==> src/rtl/ar_mux41_rr.sv <==
// rtl/ar_mux41_rr.sv - registered 4:1 round-robin lane merge with valid/ready on all sides
// Lane index of the held beat is reported on out_sel using the 1:4 demux sel encoding.
module ar_mux41_rr #(
  parameter int WIDTH = 8
) (
  input  logic               clk,
  input  logic               rst_n,
  input  logic               enable,
  input  logic [3:0]         in_valid,
  input  logic [4*WIDTH-1:0] in_data,
  output logic [3:0]         in_ready,
  output logic               out_valid,
  output logic [WIDTH-1:0]   out_data,
  output logic [1:0]         out_sel,
  input  logic               out_ready
);

  logic             out_valid_q, out_valid_d;
  logic [WIDTH-1:0] out_data_q,  out_data_d;
  logic [1:0]       out_sel_q,   out_sel_d;
  logic [1:0]       ptr_q,       ptr_d;

  logic [7:0]       valid_dbl;
  logic [3:0]       valid_rot;
  logic [1:0]       offset;
  logic [1:0]       grant;
  logic             any_valid;
  logic             free;
  logic             load;

  // Rotate so that bit 0 is the lane at ptr, then take the lowest set bit.
  assign valid_dbl = {in_valid, in_valid} >> ptr_q;
  assign valid_rot = valid_dbl[3:0];
  assign any_valid = |in_valid;

  always_comb begin
    offset = 2'd0;
    if (valid_rot[0])      offset = 2'd0;
    else if (valid_rot[1]) offset = 2'd1;
    else if (valid_rot[2]) offset = 2'd2;
    else if (valid_rot[3]) offset = 2'd3;
  end

  assign grant = ptr_q + offset;
  assign free  = ~out_valid_q | out_ready;
  // rst_n gating keeps in_ready low while reset is held, before any edge arrives.
  assign load  = rst_n & enable & any_valid & free;

  always_comb begin
    in_ready = 4'b0000;
    if (load) in_ready[grant] = 1'b1;
  end

  always_comb begin
    out_valid_d = out_valid_q;
    out_data_d  = out_data_q;
    out_sel_d   = out_sel_q;
    ptr_d       = ptr_q;
    if (load) begin
      out_valid_d = 1'b1;
      out_data_d  = in_data[grant*WIDTH +: WIDTH];
      out_sel_d   = grant;
      ptr_d       = grant + 2'd1;
    end else if (out_valid_q && out_ready) begin
      out_valid_d = 1'b0;
    end
  end

  always_ff @(posedge clk or negedge rst_n) begin
    if (!rst_n) begin
      out_valid_q <= 1'b0;
      out_data_q  <= '0;
      out_sel_q   <= 2'b00;
      ptr_q       <= 2'b00;
    end else begin
      out_valid_q <= out_valid_d;
      out_data_q  <= out_data_d;
      out_sel_q   <= out_sel_d;
      ptr_q       <= ptr_d;
    end
  end

  assign out_valid = out_valid_q;
  assign out_data  = out_data_q;
  assign out_sel   = out_sel_q;

endmodule

==> config.mk <==
export PLATFORM = sky130hd
export DESIGN_NAME = ar_mux41_rr
export DESIGN_NICKNAME = d
export VERILOG_FILES = /design/src/rtl/ar_mux41_rr.sv
export SDC_FILE = /design/constraint.sdc
export NUM_CORES = 1
export LEC_CHECK = 0
export CORE_MARGIN = 2
export CORE_UTILIZATION = 30
export CTS_CLUSTER_SIZE = 10
export DETAILED_ROUTE_END_ITERATION = 8
export PLACE_DENSITY = 0.67
export REMOVE_ABC_BUFFERS = 1
export SLEW_MARGIN = 5
export SYNTH_ARGS = -nofsm -noshare
export SYNTH_HDL_FRONTEND = slang
export SYNTH_SLANG_ARGS = --single-unit
==> constraint.sdc <==
create_clock -name clk -period 2.6 [get_ports clk]
set_input_delay 0.52 -clock clk [delete_from_list [all_inputs] [get_ports clk]]
set_output_delay 0.52 -clock clk [all_outputs]
set_load 0.05 [all_outputs]
==> flow_metrics.env, run 1 <==
export IMPL_worstSetupPathType="flop to output port"
export IMPL_grt_max_degree=17
export IMPL_dieArea_sq_um=3864
export IMPL_fin_nets=213
export IMPL_crit_buf_inv=1
export IMPL_cts_buffers=3
export IMPL_clk_pin_slew_ps=80
export IMPL_die_height_um=62.16
export IMPL_fin_ws_ps=-270.1
export IMPL_clkPwrFrac_pct=5.7
export IMPL_netlist_area_sq_um=1015
export IMPL_dp_cells=210
export IMPL_leakage_nw=0.7657
export IMPL_finalSetupViolations=4
export IMPL_ir_drop_v=0.0005926
export IMPL_path_cells="nand2_1 > a21oi_2 > nor2_1 > a211oi_2 > a21oi_2 > ha_4 > xor2_4 > and4_4 > or3_4 > nor2_4 > buf_12"
export IMPL_crit_start="ptr_q[1]"
export IMPL_ys_ff_latch=13
export IMPL_globalRouteOverflowTotal=0
export IMPL_grt_setup_unrepaired="true"
export IMPL_busiest_layer="met2"
export IMPL_cp_end_kind="output port"
export IMPL_synth_distinct_cells=31
export IMPL_critPathArrivalTime_ps=2350
export IMPL_ys_flop_type="dfrtp_1"
export IMPL_die_x_um=62.16
export IMPL_grt_pass1_wl_mm=5.050
export IMPL_drc_errors=0
export IMPL_period_minus_slack_ps=2870
export IMPL_hold_violations=0
export IMPL_power_w=0.002173
export IMPL_met3_usage_pct=4.167
export IMPL_slew_headroom_pct=65.63
export IMPL_cp_start_kind="flop"
export IMPL_clk_latency_ps=270
export IMPL_viasPerCell=4.977
export IMPL_path_delay_family="simple AND/OR/NAND/NOR gates"
export IMPL_rows=21
export IMPL_cp_data_required_time_ps=2080
export IMPL_finalClockSkew_ps=5.048
export IMPL_drt_total_wl_mm=3.031
export IMPL_seqPwrFrac_pct=16.8
export IMPL_r2r_start="ptr_q[1]"
export IMPL_internal_power_w=0.001121
export IMPL_synth_area_top_cells="dfrtp_1 32%, mux2i_1 16%, o221ai_2 13%, nand2_1 5.9%, buf_6 4.4%"
export IMPL_n_antenna_cell=0
export IMPL_synth_commonest_cells="16 x mux2i_1, 16 x nand2_1, 13 x dfrtp_1"
export IMPL_synth_area_per_cell_sq_um=10.05
export IMPL_cts_max_path_buffers=2
export IMPL_coreArea_sq_um=3284
export IMPL_syn_to_final_growth_pct=82.37
export IMPL_p_sw_share_pct=48.41
export IMPL_syn_inst=101
export IMPL_grt_usage_pct=15.90
export IMPL_ios=55
export IMPL_synth_top_area_share_pct=32.06
export IMPL_cp_max_fo=3
export IMPL_power_density_nw_per_um2=1174
export IMPL_dpl_hpwl_mm=2.388
export IMPL_initialDrtViolationCount=26
export IMPL_instances_no_fill=216
export IMPL_tns_ps=-865.6
export IMPL_tritoncts="done"
export IMPL_slowest_delay_ps=410
export IMPL_fin_crit_sh_pct=110.4
export IMPL_hp_class="primary input to async pin"
export IMPL_violations="setup timing"
export IMPL_synth_edf_count=0
export IMPL_met2_usage_pct=29.76
export IMPL_status="complete, but fails checks"
export IMPL_root_buffer="clkbuf_4"
export IMPL_switching_power_w=0.001052
export IMPL_yosys_warnings=0
export IMPL_port_buffers=54
export IMPL_drv_cap=0
export IMPL_antenna_found_initial=0
export IMPL_initial_core_util_pct=30.90
export IMPL_wire_per_inst_um=14.03
export IMPL_slew_viol_final=0
export IMPL_cts_hold_buf=0
export IMPL_dr_pass1_iters=4
export IMPL_grt_pass1_vias=1098
export IMPL_h_tree_depth=1
export IMPL_drive_gt1_share_pct=34.71
export IMPL_ant_nets=0
export IMPL_place_congestion=0.8207
export IMPL_path_common_cell="a21oi_2"
export IMPL_worst_pin_slew_ps=513.9
export IMPL_synth_seq_area_share_pct=32.06
export IMPL_fmax_ghz=0.3484
export IMPL_yosysTopAreaCell="dfrtp_1"
export IMPL_cts_sinks=13
export IMPL_crit_slowest_cell="dfrtp_1"
export IMPL_via_count=1075
export IMPL_synth_async_reset_ratio_pct=100.0
export IMPL_fin_util_pct=56.34
export IMPL_grtUsageMet1_pct=17.55
export IMPL_pwr_share_comb_pct=77.5
-- worst paths after layout --
| check | end | slack (ps) | depth (start not counted) |
|---|---|---|---|
| worst max-delay path | in_ready[0] | -270 | 11 |
| worst min-delay path | out_sel[1] | 440 | 1 |
| worst max register to register | out_data[3] | 350 | 11 |
| worst min register to register | out_sel[0] | 500 | 2 |
| max in group asynchronous | out_data[2] | 1770 | 2 |
| min in group clk | out_sel[0] | 500 | 2 |
-- power by group through the flow --
| stage | logic [W] | clock network, W | registers (W) |
|---|---|---|---|
| after floorplan | 0.000695 | 0 | 0.000624 |
| after global placement | 0.00147 | 0 | 0.000358 |
| after detailed placement | 0.00150 | 0 | 0.000357 |
| after CTS | 0.00160 | 0.000126 | 0.000358 |
| after global routing | 0.00180 | 0.000139 | 0.000374 |
| final | 0.00168 | 0.000124 | 0.000365 |
-- cell families (layout without fill, tap and decap cells) --
group,Yosys count,after routing,synth area share (%)
buffers and inverters,8,77,6.164
DFF,13,13,32.06
and+or+nand+nor,39,39,20.22
AOI/OAI and AO/OA,22,22,22.44
adders and majority gates,2,2,2.466
xor gates and xnor gates,1,1,0.8633
muxes,16,16,15.78
-- layout by cell type, fill, tap and decap left out, types with 2 or more instances in the layout --
cell,netlist,layout
a21oi_2,0,4
clkdlybuf4s50_1,0,46
buf_4,0,19
nor2_1,6,3
and3b_1,2,2
o21a_1,2,2
dfrtp_1,13,13
nor3b_1,3,3
nor2b_1,3,2
buf_12,0,4
nand2_1,16,16
buf_2,2,3
nor2_4,0,3
o21ai_2,2,3
clkbuf_4,0,3
o221ai_2,9,9
mux2i_1,16,16
-- final cells by class --
class	count	area, sq um
fillers	294	1434
multi-input cells	80	739.5
repair buffers	72	698.2
flip-flops and latches	13	325.3
well taps	46	57.56
clock buffers	4	26.28
inverters	1	3.754
-- what timing repair did --
item	4_1_cts	5_1_grt
setup endpoints to repair	14	4
buffers inserted	1	1
pin swaps	13	9
gates resized for setup	34	9
-- through the flow --
| stage | hold WS (ps) | instance area [sq um] | setup WS (ps) |
|---|---|---|---|
| finish | 440.2 | 1851 | -270.1 |
| CTS | 438.1 | 1794 | -274.6 |
| detailed placement | 473.7 | 1714 | -880.7 |
| global route | 434.8 | 1851 | -367.6 |
| floorplan | 224.4 | 955.9 | -727.4 |
| global placement | 469.1 | 1714 | -834.0 |
-- state kept, by name, summed over array words and instances (netlist names) --
| register | count |
|---|---|
| out_sel | 2 |
| out_valid | 1 |
| ptr_q | 2 |
| out_data | 8 |
-- layer usage --
layer  wire (um)  vias to the layer above
met2        1616                       51
met3         245                        2
met1        1145                      512
met4          24                        0
li1            -                      510
met5           0                        -
Power figures use the tool's default switching activity.
==> inputs of run 2 (changes only) <==
ABC_CLOCK_PERIOD_IN_PS = 2600   (was default)
CTS_CLUSTER_DIAMETER = 100   (was default)
==> results of run 2 <==
No change in the layout: final DEF, timing and power equal those of run 1.
==> edit 1 (flow settings as in run 1) <==
Take the reset off `out_data_q` and load it in a clocked block of its own.
--- a/src/rtl/ar_mux41_rr.sv
+++ b/src/rtl/ar_mux41_rr.sv
@@ -71,3 +71,2 @@
       out_valid_q <= 1'b0;
-      out_data_q  <= '0;
       out_sel_q   <= 2'b00;
@@ -76,3 +75,2 @@
       out_valid_q <= out_valid_d;
-      out_data_q  <= out_data_d;
       out_sel_q   <= out_sel_d;
@@ -80,2 +78,6 @@
     end
+  end
+
+  always_ff @(posedge clk) begin
+    out_data_q <= out_data_d;
   end
Formal check against the unedited RTL: differs if rst_n is asserted again (counterexample within 4 cycles, from zero or initial values and one cycle with rst_n low); with rst_n held inactive, the same outputs for 10 cycles.
==> edit 1 against run 1 <==
Setup slack worse by 0.090 ns; non-clock buffer count is 11 higher; the run still ends with negative setup slack left; wire length is 6.5% higher; global-route usage is 2.7 points higher; highest routed layer unchanged; sequential power is 3% higher; sequential cell count stayed put; area after synthesis is 8.0% lower; total power is 1.4% lower; design area is 0.41% lower; critical path type unchanged; sequential share of layout area is 2.2 points higher; final cell count is 13% lower.
==> edit 1: results (changes against run 1) <==
{| class="wikitable"
! Metric !! Value
|-
| Buffer depth of the longest clock path || 2 (unchanged)
|-
| Post-Route Skew || 0.004333 ns (-0.0007153 ns)
|-
| Drt initial violations || 33 (+27%)
|-
| Result of the run || finished, violations left
|-
| Violated checks || negative setup slack
|-
| Final weighted congestion of routability-driven global placement || 0.7850 (-4.3%)
|-
| Total Nets Final || 199 (-6.6%)
|-
| R2r endpoint || out_data[6]
|-
| Setup crit end || in_ready[2]
|-
| Cell family with most CP delay || buffers and inverters
|-
| Total of buffers placed on input and output ports || 54 (unchanged)
|-
| TritonCTS buffer count || 3 (unchanged)
|-
| Fraction of final layout cells with drive strength greater than 1 || 34.62% (-0.090 points)
|-
| Worst Setup Slack, final || -0.3598 ns (-0.08968 ns)
|-
| Post-Place Cell Area || 0.001694 sq mm (-1.2%)
|-
| EDFF count, synth || 8 (+8)
|-
| Start point of the worst hold path || out_sel[0]
|-
| FF-to-FF setup slack || 0.11 ns (-0.24 ns)
|-
| Wire length per cell || 17.08 um (+22%)
|-
| Worst endpoint data arrival time || 2.44 ns (+0.09 ns)
|-
| Yosys warnings || 0 (unchanged)
|-
| Largest voltage drop on the vdd net || 0.0006280 V (+6.0%)
|-
| Leakage power || 0.7630 nW (-0.35%)
|-
| Hold Path Class || flip-flop to flip-flop
|-
| Count of antenna diodes in the layout || 0 (unchanged)
|-
| Top area cells in the synthesized netlist || sky130_fd_sc_hd__edfxtp_1 26%, sky130_fd_sc_hd__mux4_1 23%, sky130_fd_sc_hd__dfrtp_1 13%, sky130_fd_sc_hd__nand2_1 3.6%, sky130_fd_sc_hd__ha_1 2.7%
|-
| Mean number of vias per cell || 5.169 (+3.9%)
|-
| Most instantiated cells after synthesis || 9 x sky130_fd_sc_hd__nand2_1, 8 x sky130_fd_sc_hd__edfxtp_1, 8 x sky130_fd_sc_hd__mux4_1
|-
| Sequential element share of the synthesized area || 39.14% (+7.1 points)
|-
| Vias in the first global route || 1019 (-7.2%)
|-
| Tightest Pin Transition || 0.5122 ns (-0.001684 ns)
|-
| Highest net fanout along the worst path || 5 (+2)
|-
| Detailed placer's ending HPWL || 2.429 mm (+1.7%)
|-
| Clk Latency, worst-skew pair || 0.28 ns
|-
| Cell variety after synth || 30 (-3.2%)
|-
| Async S/R FF share, synth || 38.46% (-62 points)
|-
| CP max-delay cell || sky130_fd_sc_hd__or4_4
|-
| Maximum level of the CTS H-tree || 1 (unchanged)
|-
| Critical path's largest stage delay || 0.43 ns (+0.02 ns)
|-
| Startpoint of the worst-slack reg-to-reg timing path || ptr_q[0]
|-
| Worst-path clk slew || 0.08 ns (about the same)
|-
| Final-report setup violation count || 4 (unchanged)
|-
| Max FFs per register || 8 (unchanged)
|-
| Total global routing track utilization || 18.64% (+2.7 points)
|-
| Min-Delay Path Depth || 2
|-
| Antenna violations before repair || 0 (unchanged)
|-
| Wire length of the first global-routing pass || 4.871 mm (-3.5%)
|-
| R2R depth || 9 (-2)
|-
| Maximum number of pins on one net before global-route repair || 10 (-7)
|}
[edit 1: through the flow]
stage                     setup WS [ns]  instances  TNS [ns]  hold WS [ns]  power, W
after floorplan                  -1.215         69    -3.845        0.2244  0.001229
after global placement          -0.7331        181    -7.366        0.4625  0.001815
after detailed placement        -0.7634        181    -8.072        0.4706  0.001860
after CTS                       -0.3405        188    -1.244        0.4891  0.002060
after global routing            -0.4851        189    -1.730        0.5455  0.002258
final                           -0.3598        189    -1.251        0.4943  0.002142
[edit 1: where the power goes]
group	switching [W]	internal [W]	total, W
registers	0.0000349	0.000340	0.000375
logic	0.000783	0.000858	0.00164
clock network	0.0000675	0.0000594	0.000127
[edit 1: cell families (layout without fill, tap and decap cells)]
| kind of cell | count (synthesis) | count (layout) | share of synthesized area [%] |
|---|---|---|---|
| simple gates | 29 | 29 | 16.22 |
| compound gates | 10 | 10 | 8.713 |
| fa+ha+maj | 2 | 2 | 2.681 |
| buf+inv | 8 | 90 | 5.093 |
| xor+xnor | 2 | 2 | 3.486 |
| mux | 10 | 10 | 24.66 |
| flops | 13 | 13 | 39.14 |
[edit 1: layer usage]
layer | vias to the layer above | part of all wire, % | global-route usage, %
li1 | 461 | - | -
met1 | 479 | 40 | 23.36
met2 | 35 | 56 | 34.16
met3 | 2 | 4.0 | 0.2165
met4 | 0 | 0.43 | 6.667
met5 | - | 0 | 0
[edit 1: how the worst min path moves through the flow]
stage	to	slack [ns]
detailed placement	out_sel[0]	0.47
global placement	out_sel[0]	0.46
CTS	out_sel[0]	0.49
finish	out_sel[0]	0.49
global route	out_sel[0]	0.55
floorplan	out_sel[0]	0.22
[edit 1: area by class of cell]
class                           instances  area (sq um)
Clock buffer                            4         26.28
Fill cell                             251          1160
Tap cell                               33         41.29
Sequential cell                        13         365.4
Timing Repair Buffer                   83         802.0
Multi-Input combinational cell         53         596.8
Inverter                                3         11.26
[edit 1: what timing repair did]
item / 4_1_cts / 5_1_grt
setup buffers: 3 / 2
pin swaps: 8 / 1
endpoints found under the setup margin: 12 / 12
resized for setup: 28 / 5
[edit 1: worst min-delay path, stage by stage (launching register included)]
cell and delay [ns]:
sky130_fd_sc_hd__dfrtp_1 0.36, sky130_fd_sc_hd__nand2_1 0.05, sky130_fd_sc_hd__nand2_1 0.06
==> edit 2 (flow settings as in run 1) <==
Made on the original files. The parameter `WIDTH` goes from 8 to 12.
--- a/src/rtl/ar_mux41_rr.sv
+++ b/src/rtl/ar_mux41_rr.sv
@@ -3,3 +3,3 @@
 module ar_mux41_rr #(
-  parameter int WIDTH = 8
+  parameter int WIDTH = 12
 ) (
Ports: changed (resized in_data and out_data); port bits go from 55 to 75. No check against the original RTL was run, so the function may have changed too.
==> edit 2 against run 1 <==
Area after synthesis rose by 48%; critical endpoint unchanged; wire length rose by 35%; design area rose by 36%; setup slack improved by 0.12 ns; final cell count rose by 44%; the run still ends with negative setup slack left; sequential power rose by 24%; sequential share of layout area fell by 0.71 points; sequential cell count rose by 4; combinational power rose by 61%; total power rose by 54%.
==> edit 2: results (changes against run 1) <==
{| class="wikitable"
! Metric !! Value
|-
| Result of the run || finished, violations left
|-
| Violated checks || negative setup slack
|-
| Post-Route Skew || 0.001021 ns (-0.004027 ns)
|-
| Wire length per cell || 13.17 um (-6.2%)
|-
| Post-detailed-routing wire length || 4.095 mm (+35%)
|-
| Detailed placer's ending HPWL || 3.173 mm (+33%)
|-
| Complex-gate fraction of the synthesized area || 35.14% (+13 points)
|-
| Most instantiated cells after synthesis || 28 x sky130_fd_sc_hd__nor2b_1, 22 x sky130_fd_sc_hd__nand2_1, 17 x sky130_fd_sc_hd__dfrtp_1
|-
| Clk Latency, worst-skew pair || 0.25 ns (-0.02 ns)
|-
| Total of buffers placed on input and output ports || 74 (+37%)
|-
| Synthesized-area fraction occupied by xor and xnor cells || 1.166% (+0.30 points)
|-
| Post-Synth Adder-Cell Area || 0.8326% (-1.6 points)
|-
| Placed cells || 305 (+45%)
|-
| Fraction of final layout cells with drive strength greater than 1 || 28.28% (-6.4 points)
|-
| Hold Path Class || flip-flop to flip-flop
|-
| Root buffer cell || sky130_fd_sc_hd__clkbuf_8
|-
| Worst Setup Slack, final || -0.1452 ns (+0.1249 ns)
|-
| Wire length of the first global-routing pass || 6.803 mm (+35%)
|-
| Cell variety after synth || 38 (+23%)
|-
| Fraction of synthesized area in multiplexers || 0.6661% (-15 points)
|-
| Highest net fanout along the worst path || 5 (+2)
|-
| Mean number of vias per cell || 4.894 (-1.7%)
|-
| Final-report setup violation count || 4 (unchanged)
|-
| Sequential element share of the synthesized area || 28.31% (-3.7 points)
|-
| Fillcell total || 442 (+50%)
|-
| Final weighted congestion of routability-driven global placement || 0.7714 (-6.0%)
|}
[edit 2: routing by layer]
metal | up-vias | share of wire [%] | GRT usage [%]
met5 | - | 0 | 0
met4 | 0 | 1.0 | 2.381
met3 | 4 | 7.6 | 4.150
met2 | 52 | 48 | 25.47
met1 | 686 | 44 | 20.94
li1 | 780 | - | -
[edit 2: cell families (layout without fill, tap and decap cells)]
group,count (synthesis),count (layout)
buffers and inverters,16,101
DFF,17,17
muxes,1,1
adders and majority gates,1,1
xor gates and xnor gates,2,2
and+or+nand+nor,71,71
AOI/OAI and AO/OA,51,51
[edit 2: worst paths after layout]
kind                            depth (start not counted)          end         from  slack [ns]
worst max register to register                         11  out_data[3]     ptr_q[0]        0.21
worst min-delay path                                    2  out_data[1]  out_data[1]        0.48
min in group asynchronous                               2   out_sel[0]        rst_n        0.61
worst max-delay path                                   11  in_ready[0]     ptr_q[0]       -0.15
worst min register to register                          2  out_data[1]  out_data[1]        0.48
max in group asynchronous                               2     ptr_q[1]        rst_n        1.77
[edit 2: area by class of cell]
cell class,instances,share of cell area (%)
Clock buffer,3,1.637
Clock inverter,1,0.1984
Multi-Input combinational cell,126,40.72
Sequential cell,17,16.87
Tap cell,67,3.323
Timing Repair Buffer,97,37.25
[edit 2: power groups by stage]
stage	sequential [W]	clock (W)	combinational (W)
floorplan	0.000837	0	0.00136
global placement	0.000450	0	0.00261
detailed placement	0.000456	0	0.00260
CTS	0.000452	0.000209	0.00269
global route	0.000468	0.000217	0.00295
finish	0.000451	0.000200	0.00270
[edit 2: what timing repair did]
| item | CTS | global route |
|---|---|---|
| pin swaps | 9 | 1 |
| endpoints found under the setup margin | 17 | 4 |
| buffers inserted | 1 | 1 |
| gates resized for setup | 24 | 3 |
[edit 2: worst max-delay path: cells and delay by family, from the launching register on]
family / cells / cell delay (ns)
and+or+nand+nor: 3 / 0.46
DFF: 1 / 0.40
AOI/OAI and AO/OA: 4 / 0.39
buffers and inverters: 2 / 0.32
adders and majority gates: 1 / 0.24
xor gates and xnor gates: 1 / 0.17
[edit 2: metrics by stage]
| stage | worst slack (ns) | cell area, sq um |
|---|---|---|
| 5_1_grt | -0.2963 | 2522 |
| 3_5_place_dp | -0.6483 | 2436 |
| 4_1_cts | -0.1656 | 2511 |
| 2_1_floorplan | -1.204 | 1403 |
| 3_3_place_gp | -0.5859 | 2436 |
| 6_report | -0.1452 | 2522 |
